**config.mk**
```make
export PLATFORM = sky130hd
export DESIGN_NAME = daisy_chain_rr_scheduler
export DESIGN_NICKNAME = d
export VERILOG_FILES = /design/src/rtl/daisy_chain_rr_scheduler.sv
export SDC_FILE = /design/constraint.sdc
export NUM_CORES = 1
export LEC_CHECK = 0
export ABC_AREA = 1
export CAP_MARGIN = 20
export CORE_UTILIZATION = 40
export DETAILED_ROUTE_END_ITERATION = 10
export REMOVE_ABC_BUFFERS = 1
export SLEW_MARGIN = 15
export SYNTH_ARGS = -nofsm -noshare
export SYNTH_HDL_FRONTEND = slang
export SYNTH_SLANG_ARGS = --single-unit
export TNS_END_PERCENT = 50
```
**constraint.sdc**
```tcl
create_clock -name i_clk -period 4.85 [get_ports i_clk]
set_input_delay 0.97 -clock i_clk [delete_from_list [all_inputs] [get_ports i_clk]]
set_output_delay 0.97 -clock i_clk [all_outputs]
set_load 0.01 [all_outputs]
```
**src/rtl/daisy_chain_rr_scheduler.sv**
```systemverilog
// Round-robin scheduler built on a rotating daisy-chain priority arbiter.
// Registered one-hot grant with hold-limit preemption and an optional idle turn gap.
module daisy_chain_rr_scheduler #(
    parameter int N        = 8,
    parameter int MAX_HOLD = 4,
    parameter int TURN_GAP = 0
) (
    input  logic                 i_clk,
    input  logic                 i_rst_n,
    input  logic                 i_en,
    input  logic [0:N-1]         i_req,
    output logic [0:N-1]         o_gnt,
    output logic                 o_gnt_valid,
    output logic [$clog2(N)-1:0] o_gnt_id,
    output logic                 o_preempt
);

    localparam int PW = $clog2(N);
    localparam int HW = (MAX_HOLD < 1) ? 1 : $clog2(MAX_HOLD + 1);
    localparam logic [HW-1:0] HOLD_LIMIT = HW'(MAX_HOLD);
    localparam logic [PW-1:0] LAST_IDX   = PW'(N - 1);
    localparam logic [PW:0]   N_WIDE     = (PW + 1)'(N);

    typedef enum logic [1:0] {
        IDLE,
        OWN,
        GAP
    } state_t;

    state_t        r_state;
    state_t        w_stateNext;
    logic [PW-1:0] r_ptr;
    logic [PW-1:0] w_ptrNext;
    logic [PW-1:0] r_owner;
    logic [PW-1:0] w_ownerNext;
    logic [HW-1:0] r_holdCnt;
    logic [HW-1:0] w_holdCntNext;
    logic          r_preempt;
    logic          w_preemptNext;

    logic [PW-1:0] w_ownerPlus1;
    logic [PW-1:0] w_arbPtr;
    logic [PW-1:0] w_winner;
    logic          w_found;
    logic          w_ownerReq;
    logic          w_expired;
    logic          w_handover;

    assign w_ownerPlus1 = (r_owner == LAST_IDX) ? '0 : r_owner + PW'(1);
    assign w_ownerReq   = i_req[r_owner];
    assign w_expired    = (MAX_HOLD != 0) && w_ownerReq && (r_holdCnt == HOLD_LIMIT);
    assign w_handover   = (r_state == OWN) && (!w_ownerReq || w_expired);

    // On handover the chain already starts at the successor of the departing owner, so a
    // preempted owner is scanned last and a releasing owner has its request bit clear anyway.
    assign w_arbPtr = w_handover ? w_ownerPlus1 : r_ptr;

    always_comb begin : daisyChain
        logic [PW:0]   sum;
        logic [PW-1:0] idx;
        sum      = '0;
        idx      = '0;
        w_found  = 1'b0;
        w_winner = '0;
        for (int i = N - 1; i >= 0; i--) begin
            sum = {1'b0, w_arbPtr} + (PW + 1)'(i);
            if (sum >= N_WIDE) begin
                sum = sum - N_WIDE;
            end
            idx = sum[PW-1:0];
            if (i_req[idx]) begin
                w_found  = 1'b1;
                w_winner = idx;
            end
        end
    end

    always_ff @(posedge i_clk) begin
        if (!i_rst_n) begin
            r_state   <= IDLE;
            r_ptr     <= '0;
            r_owner   <= '0;
            r_holdCnt <= '0;
            r_preempt <= 1'b0;
        end else begin
            r_state   <= w_stateNext;
            r_ptr     <= w_ptrNext;
            r_owner   <= w_ownerNext;
            r_holdCnt <= w_holdCntNext;
            r_preempt <= w_preemptNext;
        end
    end

    always_comb begin
        w_stateNext   = r_state;
        w_ptrNext     = r_ptr;
        w_ownerNext   = r_owner;
        w_holdCntNext = r_holdCnt;
        w_preemptNext = 1'b0;
        unique case (r_state)
            IDLE, GAP: begin
                w_stateNext = IDLE;
                if (i_en && w_found) begin
                    w_stateNext   = OWN;
                    w_ownerNext   = w_winner;
                    w_holdCntNext = HW'(1);
                end
            end
            OWN: begin
                if (w_handover) begin
                    w_ptrNext     = w_ownerPlus1;
                    w_preemptNext = w_expired;
                    w_holdCntNext = '0;
                    if (TURN_GAP != 0) begin
                        w_stateNext = GAP;
                    end else if (i_en && w_found) begin
                        w_stateNext   = OWN;
                        w_ownerNext   = w_winner;
                        w_holdCntNext = HW'(1);
                    end else begin
                        w_stateNext = IDLE;
                    end
                end else if ((MAX_HOLD != 0) && (r_holdCnt != HOLD_LIMIT)) begin
                    w_holdCntNext = r_holdCnt + HW'(1);
                end
            end
            default: begin
                w_stateNext = IDLE;
            end
        endcase
    end

    always_comb begin
        o_gnt       = '0;
        o_gnt_valid = (r_state == OWN);
        o_gnt_id    = '0;
        o_preempt   = r_preempt;
        if (r_state == OWN) begin
            o_gnt[r_owner] = 1'b1;
            o_gnt_id       = r_owner;
        end
    end

endmodule

```
==> run_results.csv, run 1 <==
group,metric,value,unit
finish,stdcell_area,1710,sq um
clocking,cts_setup_buffers,0,
synthesis,ys_seq_elements,11,
worst_setup_path,cpMostUsedCell,"nand2_1",
global_routing,grt_pass1_vias,1351,
synthesis,netlist_instances,256,
job,drv_cap,0,
timing,period_minus_slack,3.73,ns
worst_setup_path,critPathSlowestCell,"clkdlybuf4s50_1",
place,placed_area,1690,sq um
finish,area_growth,19.1,%
drt,wirelength,3840,microns
worst_setup_path,timing.rr.start,"r_owner[0]",
synthesis,avgSynthCellArea,5.62,sq um
timing,hold_viol_final,0,
global_routing,gr-max-usage-layer,"met2",
timing,max_freq,0.268,GHz
timing,tightest_slew,0.478,ns
worst_setup_path,path_class,"input pin to register",
timing,setup-tns-final,0,ns
drt,vias,1606,
drt,wire_per_inst,11.8,microns
drt,viasPerCell,4.96,
finish,fin_nets,295,
worst_setup_path,worstPathMaxFanout,9,
place,gp_congestion,0.807,
clocking,insertion_delay,0.26,ns
drt,drc,0,
drt,drtPass1Iterations,4,
timing,skew,0.00325,ns
timing,setup_viol,0,
global_routing,grtUsageMet3,0.621,%
worst_setup_path,end_kind,"register",
power,peakVddDrop,0.329,mV
worst_setup_path,r2r_end,"r_owner[2]",
floorplan,die_w,62.0,microns
timing,maxSlewViolCount,0,
status,outcome,"completed",
clocking,cts_htree_levels,1,
floorplan,fp.dieH,62.0,microns
clocking,cts_sinks,11,
power,power_density,659,nW/um^2
floorplan,die_area,3840,sq um
global_routing,grt_pass1_wl,5910,microns
floorplan,initial_utilization,42.4,%
clocking,cts_max_path_buffers,2,
drt,ant_nets,0,
synthesis,synthXorXnorAreaFrac,1.83,%
drt,drt_iter0_drc,134,
clocking,clkTransAtPathRegs,0.07,ns
synthesis,synth_top_area_share,21.4,%
global_routing,gr-usage-met2,33.7,%
synthesis,synth_area,1440,sq um
synthesis,synth_fa_ha_area_share,4.35,%
synthesis,yosys-top-cells-area,"nand2_1 21%, nand3_1 16%, dfxtp_1 15%",
clocking,hold_buffers,0,
timing,slew_headroom,68.1,%
synthesis,yosysUniqueCellTypes,30,
global_routing,grt_max_degree,13,
place,hpwl,3160,microns
clocking,cts_buffers,3,
global_routing,antenna_found_initial,0,
floorplan,ios,24,
finish,drive_gt1_share,11.9,%
floorplan,std_cell_rows,21,
worst_setup_path,r2r_cells,18,
global_routing,grt_overflow_total,0,
clocking,cts_root_buffer,"clkbuf_4",
finish,mostFrequentLayoutCells,"82 x nand2_1, 45 x nand3_1, 31 x inv_1",
worst_setup_path,ff2ff_setup_slack,1.75,ns
floorplan,core-area,3390,sq um
timing,rsz0062_at_grt,"false",
finish,fillers,371,
synthesis,synth-compound-area-share,7.92,%
worst_setup_path,cpPeakStageDelay,0.46,ns
timing,fin_ws,1.12,ns
synthesis,synth_top_family_by_area,"simple AND/OR/NAND/NOR gates",
timing,post-route-period-util,76.9,%
power,leakagePower,0.885,nW
synthesis,ys_warn_count,0,
clocking,cts_resized,0,
worst_setup_path,startpoint_type,"input pin",
global_routing,grt_use_met1,30.9,%
worst_setup_path,critPathRequiredTime,5.01,ns
clocking,cts_tree,"yes",
min_path,hp-class,"register to register",
synthesis,ys_seq_area_share,15.3,%
synthesis,yosys.area_share.simple,58.4,%
synthesis,synth_mux_area_share,0,%
min_path,whs_path_depth,2,
finish,diodes,0,
global_routing,track_usage,20.8,%
finish,final_common_cell,"nand2_1",
place,io_buffers,23,
worst_setup_path,critical_path_arrival,3.89,ns
min_path,holdPathEnd,"r_holdCnt[1]",
synthesis,yosysTopAreaCell,"nand2_1",
worst_setup_path,crit_chain,"clkdlybuf4s50_1, inv_1, nand2_1, nand3_1, nand2_2, o21ai_4, nand2_4, nand2_2, nand2_2, ha_1, xor2_1, nand3_2, nand2_1, nor2_1, nand3_2, nand3_4, a21oi_1, nand2_1, nand2_1, inv_1",
place,dp_slack,0.872,ns
min_path,min-delay-start,"r_holdCnt[1]",
worst max-delay path, delay by kind of cell:
kind | cells | cell delay (ns)
AO/OA/AOI/OAI | 2 | 0.40
XOR/XNOR | 1 | 0.26
adder cells (fa/ha/maj) | 1 | 0.27
buffers and inverters | 3 | 0.59
AND/OR/NAND/NOR | 13 | 1.37
power breakdown:
group / internal [mW] / switching, mW
sequential: 0.110 / 0.0358
combinational: 0.318 / 0.606
clock: 0.0317 / 0.0278
total: 0.460 / 0.669
cell usage after synthesis, drive strengths merged:
library cell  count
a21oi            15
a31o              1
and2              3
buf               4
clkbuf            1
clkinv            1
dfxtp            11
ha                5
inv              34
nand2            96
nand3            51
nand4             1
nor2             25
nor4              1
o21ai             3
or2               1
xnor2             1
xor2              2
final cells by class:
cell class,instances,area (sq um),share of cell area (%)
inverter,35,136,7.96
clock buffer,4,26.3,1.53
timing repair buffer,23,230,13.4
sequential,11,220,12.9
multi-input combinational,205,1040,60.8
tap,46,57.6,3.36
worst max path at each step:
stage | startpoint | end | slack, ns | depth (start not counted)
6_report | i_req[1] | r_owner[2] | 1.12 | 20
5_1_grt | i_req[1] | r_owner[1] | 0.83 | 24
3_5_place_dp | i_req[1] | r_owner[1] | 0.87 | 22
4_1_cts | i_req[1] | r_owner[1] | 1.12 | 22
3_3_place_gp | i_req[1] | r_owner[1] | 0.85 | 22
2_1_floorplan | i_req[1] | r_owner[2] | 1.74 | 19
layer usage:
metal / wire length [microns] / share of wire (%)
met1: 1900 / 50
met2: 1740 / 45
met3: 178 / 4.6
met4: 17 / 0.44
met5: 0 / 0
registers in the layout, indices dropped and copies added, names as in the netlist:
| name | cells |
|---|---|
| r_holdCnt | 3 |
| r_owner | 3 |
| r_ptr | 3 |
| o_preempt | 1 |
| r_state | 1 |
kinds of logic (layout without fill, tap and decap cells):
family                     Yosys count  in the layout
buffers and inverters               40             62
and+or+nand+nor                    178            178
xor gates and xnor gates             3              3
DFF                                 11             11
AOI/OAI and AO/OA                   19             19
adders and majority gates            5              5
per-stage QoR:
stage          instances  utilization, %  power [mW]  hold WS [ns]
2_1_floorplan        251               -       0.859         0.474
3_3_place_gp         320            49.8        1.07         0.502
3_5_place_dp         320            49.8        1.06         0.497
4_1_cts              324            50.5        1.13         0.507
5_1_grt              324            50.5        1.26         0.534
6_report             324            50.5        1.13         0.506
Power figures use the tool's default switching activity.
==> run 2: changes to the inputs <==
--- a/config.mk
+++ b/config.mk
@@ -9,6 +9,7 @@
 export CAP_MARGIN = 20
 export CORE_UTILIZATION = 40
 export DETAILED_ROUTE_END_ITERATION = 10
+export PLACE_DENSITY = 0.65
 export REMOVE_ABC_BUFFERS = 1
 export SLEW_MARGIN = 15
 export SYNTH_ARGS = -nofsm -noshare
==> constraint.sdc (replaced) <==
create_clock -name i_clk -period 3.24 [get_ports i_clk]
set_input_delay 0.648 -clock i_clk [delete_from_list [all_inputs] [get_ports i_clk]]
set_output_delay 0.648 -clock i_clk [all_outputs]
set_load 0.01 [all_outputs]
==> run_results.csv, run 2 (synthesis gave the netlist of run 1 again) <==
group,metric,value,unit
status,outcome,"completed",
finish,mostFrequentLayoutCells,"76 x nand2_1, 45 x buf_4, 44 x nand3_1",
drt,drtPass1Iterations,5,
drt,vias,1822,
global_routing,grt_max_degree,13,
global_routing,track_usage,22.9,%
worst_setup_path,critical_path_arrival,3.19,ns
floorplan,core-area,3390,sq um
clocking,insertion_delay,0.26,ns
finish,reg_top3,"r_holdCnt x3, r_owner x3, r_ptr x3",
worst_setup_path,end_kind,"register",
min_path,whs_path_depth,2,
clocking,cts_buffers,3,
worst_setup_path,cpMostUsedCell,"nand2_2",
power,p_total,2.27,mW
finish,multi_input_area,1110,sq um
power,power.share.switching,51.6,%
drt,viasPerCell,4.90,
power,power_density,1050,nW/um^2
place,hpwl,3410,microns
global_routing,grt_overflow_total,0,
clocking,cts_htree_levels,1,
worst_setup_path,path_class,"input pin to register",
worst_setup_path,worst-path-stages,21,
timing,max_freq,0.328,GHz
floorplan,fp.dieH,62.0,microns
power,clock_power_share,4.0,%
clocking,cts_max_path_buffers,2,
floorplan,std_cell_rows,21,
timing,maxSlewViolCount,0,
worst_setup_path,critPathSlowestCell,"clkdlybuf4s50_1",
floorplan,die_w,62.0,microns
clocking,clkTransAtPathRegs,0.06,ns
worst_setup_path,r2r_cells,19,
drt,wire_per_inst,11.5,microns
power,peakVddDrop,0.494,mV
finish,fin_nets,343,
place,gp_congestion,0.883,
worst_setup_path,worstPathMaxFanout,8,
worst_setup_path,path_buf_inv,4,
power,comb_power_share,86.7,%
finish,final_common_cell,"nand2_1",
place,io_buffers,23,
timing,hold_ws,0.522,ns
power,power.switching,1.17,mW
power,p_seq_share,9.2,%
global_routing,grt_pass1_vias,1509,
worst_setup_path,startpoint_type,"input pin",
timing,period_minus_slack,3.05,ns
worst_setup_path,critPathRequiredTime,3.39,ns
timing,hold_viol_final,0,
clocking,cts_root_buffer,"clkbuf_4",
clocking,cts_sinks,11,
job,drv_cap,0,
floorplan,die_area,3840,sq um
timing,setup-tns-final,0,ns
timing,tightest_slew,0.432,ns
drt,wirelength,4290,microns
min_path,hp-class,"register to register",
drt,drc,0,
finish,stdcell_area,2150,sq um
drt,ant_nets,0,
worst_setup_path,crit_chain,"clkdlybuf4s50_1, inv_1, nand2_1, nand3_1, nand2_2, o21ai_4, buf_6, nand3_1, nand2_2, buf_4, nand2_2, nand2_2, nand2_1, nand3_1, nand2_2, nor2_4, nand3_2, nand3_4, nor2_1, nand2_1, a21oi_2",
clocking,cts_tree,"yes",
global_routing,antenna_found_initial,0,
worst_setup_path,critical-path-top-delay-family,"simple AND/OR/NAND/NOR gates",
finish,diodes,0,
clocking,hold_buffers,0,
timing,skew,0.00116,ns
timing,setup_viol,0,
timing,slew_headroom,71.2,%
drt,drt_iter0_drc,91,
floorplan,ios,24,
worst_setup_path,cpPeakStageDelay,0.43,ns
power,leakagePower,1.11,nW
floorplan,initial_utilization,42.4,%
finish,drive_gt1_share,29.1,%
finish,area_growth,49.7,%
finish,register_area,220,sq um
timing,post-route-period-util,94.1,%
finish,fillers,326,
global_routing,grt_pass1_wl,6650,microns
power,p_int,1.10,mW
timing,rsz0062_at_grt,"true",
place,placed_area,2020,sq um
run 2: timing repair:
item | in CTS | in global routing
buffers inserted | 0 | 4
resized for setup | 0 | 21
setup endpoints to repair | 0 | 5
run 2: layout make-up:
type	instances	share of cell area (%)
Tap cell	46	2.67
Inverter	35	6.45
Multi-Input combinational cell	205	51.5
Sequential cell	11	10.2
Clock buffer	4	1.22
Timing Repair Buffer	71	28.0
run 2: per-layer routing:
layer  global-route usage (%)  wire [microns]
met1                     33.9            2200
met5                        0               0
met3                     1.45             111
met4                     4.76              38
met2                     36.5            1940
run 2: worst paths after layout:
kind	startpoint	to	slack (ns)
setup / recovery	i_req[5]	r_owner[0]	0.19
setup reg to reg	r_owner[0]	r_owner[0]	0.44
hold / removal	r_holdCnt[2]	r_holdCnt[2]	0.52
hold reg to reg	r_holdCnt[2]	r_holdCnt[2]	0.52
run 2: worst reg2reg max path, delay by kind of cell, from the launching register on:
family                 cells  cell delay (ns)
AOI/OAI and AO/OA          2             0.26
buffers and inverters      2             0.31
and+or+nand+nor           15             1.54
DFF                        1             0.58
run 2: power groups by stage:
stage                     combinational [mW]  clock [mW]  sequential (mW)
after detailed placement                1.78           0            0.212
after global routing                    2.18       0.102            0.216
after CTS                               1.79      0.0942            0.209
after global placement                  1.79           0            0.212
after floorplan                         1.08           0            0.204
final                                   1.97      0.0909            0.210
run 2: per-stage QoR:
stage / setup WS (ns) / util, % / instances
floorplan: 0.456 / - / 251
global placement: -0.140 / 59.5 / 364
detailed placement: -0.146 / 59.5 / 364
CTS: 0.125 / 60.3 / 368
global route: -0.0309 / 63.5 / 372
finish: 0.192 / 63.5 / 372
==> run 3: changes to the inputs <==
--- a/config.mk
+++ b/config.mk
@@ -7,9 +7,11 @@
 export LEC_CHECK = 0
 export ABC_AREA = 1
 export CAP_MARGIN = 20
-export CORE_UTILIZATION = 40
+export CELL_PAD_IN_SITES_DETAIL_PLACEMENT = 0
+export CELL_PAD_IN_SITES_GLOBAL_PLACEMENT = 2
+export CORE_UTILIZATION = 24
 export DETAILED_ROUTE_END_ITERATION = 10
-export PLACE_DENSITY = 0.65
+export PLACE_DENSITY_LB_ADDON = 0.1
 export REMOVE_ABC_BUFFERS = 1
 export SLEW_MARGIN = 15
 export SYNTH_ARGS = -nofsm -noshare
==> run_results.csv, run 3 (synthesis gave the netlist of run 1 again) <==
group,metric,value,unit
finish,mostFrequentLayoutCells,"65 x nand2_1, 57 x buf_4, 38 x nand3_1",
worst_setup_path,path_class,"input pin to register",
drt,drc,0,
timing,maxSlewViolCount,0,
finish,fillers,596,
place,hpwl,4080,microns
global_routing,track_usage,16.6,%
job,drv_cap,0,
clocking,insertion_delay,0.23,ns
place,gp_congestion,0.796,
worst_setup_path,cpPeakStageDelay,0.43,ns
floorplan,initial_utilization,25.5,%
place,dp_cells,401,
drt,vias,1829,
worst_setup_path,r2r_cells,20,
worst_setup_path,critical-path-top-delay-family,"simple AND/OR/NAND/NOR gates",
timing,setup_viol,0,
drt,drtPass1Iterations,4,
floorplan,fp.dieH,79.4,microns
worst_setup_path,ff2ff_setup_slack,0.36,ns
drt,viasPerCell,4.45,
worst_setup_path,critical_path_arrival,3.20,ns
timing,slew_headroom,69.9,%
worst_setup_path,critPathRequiredTime,3.34,ns
clocking,cts_max_path_buffers,2,
floorplan,std_cell_rows,27,
min_path,hp-class,"register to register",
global_routing,antenna_found_initial,0,
power,peakVddDrop,0.386,mV
finish,final_common_cell,"nand2_1",
floorplan,die_w,79.4,microns
finish,area_growth,68.0,%
worst_setup_path,worstPathMaxFanout,7,
worst_setup_path,startpoint_type,"input pin",
finish,diodes,0,
clocking,cts_root_buffer,"clkbuf_8",
timing,post-route-period-util,95.6,%
worst_setup_path,critPathSlowestCell,"clkdlybuf4s50_1",
clocking,cts_tree,"yes",
min_path,holdPathEnd,"r_holdCnt[1]",
drt,wirelength,5040,microns
min_path,min-delay-start,"r_holdCnt[1]",
global_routing,grt_max_degree,12,
timing,rsz0062_at_grt,"true",
place,io_buffers,23,
clocking,cts_htree_levels,1,
power,power_density,1100,nW/um^2
finish,multi_input_area,1200,sq um
clocking,hold_buffers,0,
finish,fin_nets,356,
drt,wire_per_inst,12.3,microns
power,leakagePower,1.27,nW
timing,hold_ws,0.503,ns
floorplan,ios,24,
floorplan,core-area,5640,sq um
place,placed_area,2130,sq um
clocking,clkTransAtPathRegs,0.05,ns
worst_setup_path,cpMostUsedCell,"nand2_1",
global_routing,grt_overflow_total,0,
timing,max_freq,0.323,GHz
timing,setup-tns-final,0,ns
min_path,whs_path_depth,2,
worst_setup_path,r2r_end,"r_owner[0]",
drt,drt_iter0_drc,87,
clocking,cts_buffers,3,
finish,stdcell_area,2410,sq um
timing,tightest_slew,0.451,ns
timing,period_minus_slack,3.10,ns
timing,hold_viol_final,0,
power,p_total,2.65,mW
timing,skew,0.00347,ns
global_routing,grt_pass1_wl,8250,microns
finish,reg_top3,"r_holdCnt x3, r_owner x3, r_ptr x3",
worst_setup_path,end_kind,"register",
worst_setup_path,path_buf_inv,4,
drt,ant_nets,0,
status,outcome,"completed",
finish,register_area,220,sq um
worst_setup_path,timing.rr.start,"r_owner[0]",
floorplan,die_area,6300,sq um
worst_setup_path,crit_chain,"clkdlybuf4s50_1, inv_1, nand2_1, nand3_2, nand2_4, o21ai_4, buf_6, nand3_2, nand2_4, ha_4, inv_4, nand2_2, nand2_1, nand2_1, nand2_2, nand2_2, nor2_2, nand3_2, nand3_4, nor2_1, nand2_1, a21oi_1",
clocking,cts_sinks,11,
finish,instances_no_fill,411,
finish,drive_gt1_share,39.2,%
global_routing,grt_pass1_vias,1747,
-- run 3: changes by cell type in the layout (fill, tap and decap cells not counted), moves of 3 or more --
| cell | delta |
|---|---|
| nand2_1 | -11 |
| nand3_2 | +6 |
| buf_4 | +12 |
| inv_2 | +3 |
| clkbuf_4 | -3 |
| nand3_1 | -6 |
| clkbuf_8 | +3 |
| dlymetal6s2s_1 | +7 |
| clkdlybuf4s50_1 | -7 |
| nand2_2 | +6 |
| inv_1 | -3 |
| nand2_4 | +5 |
| nor2_1 | -3 |
-- run 3: layer usage --
metal	part of all wire (%)	track usage, %	wire length [microns]	vias to the layer above
li1	-	-	-	979
met1	50	23.5	2540	825
met3	2.7	1.14	136	2
met2	47	27.6	2350	23
met5	0	0	0	-
met4	0.38	2.73	19	0
-- run 3: timing repair --
item                                    CTS  global route
gates resized for setup                   1            59
pin swaps                                 1            15
endpoints found under the setup margin    1             7
setup buffers                             0             6
-- run 3: worst max path at each step --
| stage | cells after the start | to | from | slack, ns |
|---|---|---|---|---|
| finish | 22 | r_owner[0] | i_req[6] | 0.14 |
| global route | 20 | r_owner[2] | i_req[6] | -0.06 |
| CTS | 22 | r_owner[0] | i_req[5] | 0.02 |
| detailed placement | 20 | r_owner[0] | i_req[0] | -0.22 |
| global placement | 22 | r_owner[0] | i_req[0] | -0.27 |
| floorplan | 19 | r_owner[2] | i_req[1] | 0.46 |
-- run 3: power by group --
part / switching [mW] / total [mW] / leakage, nW / internal (mW)
clock: 0.0480 / 0.134 / 0.0228 / 0.0861
sequential: 0.0464 / 0.212 / 0.0901 / 0.165
combinational: 1.24 / 2.30 / 1.16 / 1.06
total: 1.33 / 2.65 / 1.27 / 1.31
-- run 3: area by class of cell --
cell class	count	area share [%]
Inverter	35	5.75
Multi-Input combinational cell	205	49.7
Timing Repair Buffer	84	29.8
Clock buffer	4	1.87
Tap cell	72	3.73
Sequential cell	11	9.12
-- run 3: worst register-to-register path: cells and delay by family, from the launching register on --
| family | cells | cell delay [ns] |
|---|---|---|
| buffers and inverters | 2 | 0.21 |
| AOI/OAI and AO/OA | 2 | 0.30 |
| adders and majority gates | 1 | 0.22 |
| and+or+nand+nor | 15 | 1.41 |
| DFF | 1 | 0.59 |
-- run 3: through the flow --
| stage | worst slack [ns] | util [%] |
|---|---|---|
| after floorplan | 0.456 | - |
| after global placement | -0.270 | 37.8 |
| after detailed placement | -0.221 | 37.8 |
| after CTS | 0.0198 | 38.6 |
| after global routing | -0.0553 | 42.8 |
| final | 0.143 | 42.8 |
